<file path="src/rtl/axi_rd_sched.sv">
// axi_rd_sched: read-address scheduler in front of the memory controller AR
// channel. Each app AR request is steered by the MMU permission result:
//   - permitted: forwarded to the memory AR channel (registered payload)
//   - denied:    turned into a drop command for the read-data channel, which
//                returns DECERR filler. The drop is only issued once every
//                earlier memory burst has fully returned, so R stays in order.
//
// Ports:
//   clk, reset          clock, synchronous active-high reset
//   s_ar*               app AR request (valid/ready)
//   perm_ok             MMU permission for the current s_ar request
//   m_ar*               memory AR request (valid/ready, registered)
//   mon_r*              memory R channel, monitored only to count returned bursts
//   drop, drop_*        drop command with sideband, held until drop_done
//   drop_done           level from read-data channel, high from last filler
//                       beat until its handshake
//   outst_cnt           memory bursts in flight
//   len_sat             sticky: a drop with arlen=255 had its count saturated
//   drop_stat           wrapping count of drops issued
//   fsm_state           debug view of the scheduler state
//
// Handshake semantics: every valid/ready pair transfers on a clock edge where
// both are high; a source keeps valid and payload stable until that edge.
module axi_rd_sched #(
  parameter int ID_WID    = 8,
  parameter int USER_WID  = 2,
  parameter int ADDR_WID  = 32,
  parameter int MAX_OUTST = 16,
  parameter int CNT_WID   = 5
) (
  input  logic                clk,
  input  logic                reset,
  input  logic [ID_WID-1:0]   s_arid,
  input  logic [ADDR_WID-1:0] s_araddr,
  input  logic [7:0]          s_arlen,
  input  logic [2:0]          s_arsize,
  input  logic [USER_WID-1:0] s_aruser,
  input  logic                s_arvalid,
  output logic                s_arready,
  input  logic                perm_ok,
  output logic [ID_WID-1:0]   m_arid,
  output logic [ADDR_WID-1:0] m_araddr,
  output logic [7:0]          m_arlen,
  output logic [2:0]          m_arsize,
  output logic [USER_WID-1:0] m_aruser,
  output logic                m_arvalid,
  input  logic                m_arready,
  input  logic                mon_rvalid,
  input  logic                mon_rready,
  input  logic                mon_rlast,
  output logic                drop,
  output logic [ID_WID-1:0]   drop_arid,
  output logic [USER_WID-1:0] drop_aruser,
  output logic [2:0]          drop_arsize,
  output logic [7:0]          drop_arlen,
  input  logic                drop_done,
  output logic [CNT_WID-1:0]  outst_cnt,
  output logic                len_sat,
  output logic [15:0]         drop_stat,
  output logic [2:0]          fsm_state
);

  typedef enum logic [2:0] {
    IDLE      = 3'd0,
    ISSUE     = 3'd1,
    DRAIN     = 3'd2,
    DROP      = 3'd3,
    DONE_WAIT = 3'd4
  } state_t;

  state_t state;
  logic   cap_ok;
  logic   acc;
  logic   inc;
  logic   dec;

  // A denied request needs no memory slot, so only permitted ones are gated
  // by the outstanding cap.
  assign cap_ok    = outst_cnt < CNT_WID'(MAX_OUTST);
  assign s_arready = (state == IDLE) & (~perm_ok | cap_ok);
  assign acc       = s_arvalid & s_arready;
  assign inc       = m_arvalid & m_arready;
  assign dec       = mon_rvalid & mon_rready & mon_rlast;
  assign fsm_state = state;

  always_ff @(posedge clk) begin
    if (reset) begin
      state       <= IDLE;
      outst_cnt   <= '0;
      drop_stat   <= '0;
      len_sat     <= 1'b0;
      m_arvalid   <= 1'b0;
      m_arid      <= '0;
      m_araddr    <= '0;
      m_arlen     <= '0;
      m_arsize    <= '0;
      m_aruser    <= '0;
      drop        <= 1'b0;
      drop_arid   <= '0;
      drop_aruser <= '0;
      drop_arsize <= '0;
      drop_arlen  <= '0;
    end else begin
      if (inc && !dec) begin
        outst_cnt <= outst_cnt + CNT_WID'(1);
      end else if (dec && !inc) begin
        outst_cnt <= outst_cnt - CNT_WID'(1);
      end

      case (state)
        IDLE: begin
          if (acc) begin
            if (perm_ok) begin
              m_arid    <= s_arid;
              m_araddr  <= s_araddr;
              m_arlen   <= s_arlen;
              m_arsize  <= s_arsize;
              m_aruser  <= s_aruser;
              m_arvalid <= 1'b1;
              state     <= ISSUE;
            end else begin
              drop_arid   <= s_arid;
              drop_aruser <= s_aruser;
              drop_arsize <= s_arsize;
              // drop_arlen is a beat count; 256 beats does not fit in 8 bits.
              if (s_arlen == 8'd255) begin
                drop_arlen <= 8'd255;
                len_sat    <= 1'b1;
              end else begin
                drop_arlen <= s_arlen + 8'd1;
              end
              state <= DRAIN;
            end
          end
        end
        ISSUE: begin
          if (m_arready) begin
            m_arvalid <= 1'b0;
            state     <= IDLE;
          end
        end
        DRAIN: begin
          // Registered count: the last rlast decrement lands a cycle before
          // this comparison sees zero.
          if (outst_cnt == '0) begin
            drop  <= 1'b1;
            state <= DROP;
          end
        end
        DROP: begin
          if (drop_done) begin
            drop      <= 1'b0;
            drop_stat <= drop_stat + 16'd1;
            state     <= DONE_WAIT;
          end
        end
        DONE_WAIT: begin
          // drop_done is a level; wait for it to fall so it cannot complete
          // the next drop.
          if (!drop_done) begin
            state <= IDLE;
          end
        end
        default: state <= IDLE;
      endcase
    end
  end

  always_ff @(posedge clk) begin
    if (!reset) begin
      assert (!(dec && !inc && outst_cnt == '0));
      assert (!(state == DRAIN && outst_cnt == '0 && drop_done));
    end
  end

endmodule
</file>
<file path="config.mk">
export PLATFORM = sky130hd
export DESIGN_NAME = axi_rd_sched
export DESIGN_NICKNAME = d
export VERILOG_FILES = /design/src/rtl/axi_rd_sched.sv
export SDC_FILE = /design/constraint.sdc
export NUM_CORES = 1
export LEC_CHECK = 0
export BUFFER_PORTS_ARGS = -buffer_cell sky130_fd_sc_hd__buf_4
export CORE_MARGIN = 2
export CORE_UTILIZATION = 48
export CTS_BUF_LIST = sky130_fd_sc_hd__clkbuf_4 sky130_fd_sc_hd__clkbuf_8 sky130_fd_sc_hd__clkbuf_16
export CTS_CLUSTER_SIZE = 30
export DETAILED_ROUTE_END_ITERATION = 8
export PLACE_DENSITY = 0.8
export SLEW_MARGIN = 20
export SYNTH_ARGS = -nofsm -noshare
export SYNTH_HDL_FRONTEND = slang
export SYNTH_SLANG_ARGS = --single-unit
</file>
<file path="constraint.sdc">
create_clock -name clk -period 2.72 [get_ports clk]
set_clock_uncertainty 0.2 [all_clocks]
set_input_delay 0.136 -clock clk [delete_from_list [all_inputs] [get_ports clk]]
set_output_delay 0.136 -clock clk [all_outputs]
set_load 0.01 [all_outputs]
</file>
==> results_dict.tcl <==
set metrics [dict create \
    outcome "complete, no violations" \
    drt_iter0_markers 137 \
    reg2reg_depth 8 \
    synth_top_flop_cell "dfxtp_1" \
    cp-start-kind "input port" \
    whs_path_depth 2 \
    root_buffer "clkbuf_8" \
    critPathTopFamily "buffers and inverters" \
    slew_violations 0 \
    die_h_um 95.5 \
    grt_pass1_wl_um 17900 \
    grt_setup_unrepaired "no" \
    wl_per_cell_um 14.4 \
    clock_latency_ps 340 \
    netlist_area_um2 4020 \
    nets 774 \
    worstReg2RegEnd "outst_cnt[4]$_SDFFE_PP0P_" \
    critPathMaxFanout 5 \
    hold_path.class "in -> reg" \
    htreeDepth 3 \
    grt_max_degree 51 \
    reg2reg_slack_ps 460 \
    path_cells "dlygate4sd3_1, buf_4, and2_1, ha_1, inv_1, ha_1, a21oi_1, a211oi_1, a31oi_1, mux2_2" \
    ys_warn_count 0 \
    power.total_mw 3.30 \
    fin_tns_setup_ps 0 \
    cts_buffers 9 \
    grt_pass1_vias 3871 \
    avgSynthCellArea_um2 8.11 \
    min-delay-start "reset" \
    globalplace.congestion 0.805 \
    synth_fp_nets 566 \
    hold_violations 0 \
    ctsResizeCount 0 \
    first_pass_iters 4 \
    hold_end "outst_cnt[2]$_SDFFE_PP0P_" \
    drv_cap 0 \
    crit_type "in -> reg" \
    synth_area_leader_cell "dfxtp_1" \
    cts_tree "done" \
    fp.dieArea_um2 9120 \
    vdd_drop_max_mv 0.308 \
    max_slew_margin_pct 56.3 \
    coreArea_um2 8180 \
    clk_pin_slew_ps 90 \
    finalSetupViolCount 0 \
    end_kind "register" \
    max_freq_mhz 414 \
    routed_wirelength_um 11700 \
    drc 0 \
    io_buffer_count 163 \
    r2r-start "m_arvalid$_SDFFE_PP0P_" \
    critPathMaxStageDelay_ps 530 \
    hpwl_um 7470 \
    cp_slowest_cell "dlygate4sd3_1" \
    p_per_area_nw_per_um2 541 \
    crit_buf_inv 3 \
    cp_data_arrival_time_ps 2450 \
    synthCells 496 \
    area_delta_synth_final_pct 51.9 \
    diodes 0 \
    post-route-period-util_pct 88.9 \
    track_usage_pct 24.4 \
    cts.sinks 101 \
    synth_edf_count 0 \
    netlist.area_leader.share_pct 50.3 \
    dieWidth_um 95.5 \
    clk_path_buf_depth 2 \
    leakage_nw 2.59 \
    synth_area_leaders "dfxtp_1, nand2_1, a21oi_1" \
    rows 33 \
    start_util_pct 49.2 \
    async_flop_share_pct 0 \
    fin_crit_ps 2420 \
    grt-ovfl-total 0 \
    cp_common_cell "ha_1" \
    ys_seq_area_share_pct 50.3 \
    ios 164 \
    antenna_found_initial 0 \
    drive_above_1_share_pct 27.1 \
    tightest_slew_ps 650 \
    synthDistinctLibCells 40 \
    ys_ff_latch 101 \
    crit_required_ps 2750 \
    postRouteAntennaNets 0 \
    viasPerCell 5.16 \
    num_vias 4193 \
]
-- cell families after synthesis --
kind of cell	share of synthesized area, %
buf+inv	3.42
fa+ha+maj	2.68
compound gates	13.8
flops	50.3
xor+xnor	3.70
simple gates	25.4
mux	0.778
-- metal layers --
layer	share of wire [%]	track usage, %	up-vias
met5	0	0	-
met4	3.4	11.3	0
met3	6.0	5.53	35
met2	50	41.5	154
met1	41	29.2	1918
li1	-	-	2086
-- how the worst max path moves through the flow --
| stage | from | end | depth (start not counted) |
|---|---|---|---|
| 6_report | m_arready | outst_cnt[4]$_SDFFE_PP0P_ | 10 |
| 5_1_grt | m_arready | outst_cnt[4]$_SDFFE_PP0P_ | 10 |
| 4_1_cts | m_arready | outst_cnt[4]$_SDFFE_PP0P_ | 10 |
| 3_5_place_dp | m_arvalid$_SDFFE_PP0P_ | outst_cnt[4]$_SDFFE_PP0P_ | 8 |
| 3_3_place_gp | m_arvalid$_SDFFE_PP0P_ | outst_cnt[4]$_SDFFE_PP0P_ | 8 |
| 2_1_floorplan | m_arvalid$_SDFFE_PP0P_ | outst_cnt[4]$_SDFFE_PP0P_ | 8 |
-- cell usage after synthesis (2+ instances only) --
cell and instances:
a211oi_1 6, a21oi_1 79, a31o_2 2, a31oi_1 2, and2_1 3, and3_1 7, and4b_1 2, buf_2 2
clkbuf_1 27, dfxtp_1 101, ha_1 7, inv_1 7, mux2i_1 2, nand2_1 145, nand2b_1 3, nand3_1 8
nand3b_1 3, nand4_1 5, nor2_1 32, nor2b_1 5, nor3_1 7, nor4_1 5, o21ai_0 2, o31ai_1 2
or3_1 2, xnor2_1 10, xor2_1 7
-- placed cells by master (no fill, tap or decap), types with 2 or more instances in the layout --
cell	netlist	final
and3_1	7	6
bufinv_16	0	2
o31ai_1	2	2
or3_1	2	2
clkbuf_8	0	9
xor2_1	7	7
a31o_2	2	2
and4b_1	2	2
xnor2_1	10	10
and2_1	3	3
inv_1	7	7
dfxtp_1	101	101
a21oi_1	79	79
ha_1	7	7
nand3_1	8	7
clkinv_2	0	2
a211oi_1	6	6
nand4_1	5	5
buf_4	0	169
nand2_1	145	145
nor2_1	32	32
nand3b_1	3	3
o21ai_0	2	2
dlygate4sd3_1	0	56
nor2b_1	5	5
nand2b_1	3	3
nor3_1	7	7
a31oi_1	2	2
nor4_1	5	5
mux2i_1	2	2
-- state kept, by name, summed over array words and instances, names as in the netlist --
name and count:
drop 1, drop_arid 8, drop_arlen 8, drop_arsize 3, drop_aruser 2, drop_stat 16
fsm_state 3, len_sat 1, m_araddr 32, m_arid 8, m_arlen 8, m_arsize 3
m_aruser 2, m_arvalid 1, outst_cnt 5
-- layout make-up --
type | count | area (um2)
Fill cell | 619 | 2070
Sequential cell | 101 | 2020
Tap cell | 105 | 131
Clock buffer | 9 | 124
Inverter | 7 | 26.3
Multi-Input combinational cell | 359 | 1870
Timing Repair Buffer | 226 | 1850
Clock inverter | 6 | 86.3
-- per-stage QoR --
step / hold slack [ps] / area, um2 / instances / util [%] / worst slack (ps)
global placement: 151 / 5340 / 742 / 65.3 / 560
CTS: 21.7 / 6110 / 813 / 74.7 / 340
floorplan: 31.7 / 4020 / 496 / - / 563
finish: 47.8 / 6110 / 813 / 74.7 / 303
global route: 50.2 / 6110 / 813 / 74.7 / 198
detailed placement: 160 / 5340 / 742 / 65.3 / 490
-- power by group --
part / internal, mW / total (mW) / switching, mW
combinational: 0.337 / 0.668 / 0.331
clock: 0.514 / 1.00 / 0.491
sequential: 1.57 / 1.63 / 0.0649
-- what timing repair did --
item,4_1_cts,5_1_grt
buffers inserted,0,0
hold buffers,56,0
hold endpoints to repair,78,0
(Power assumes the default switching activity.)
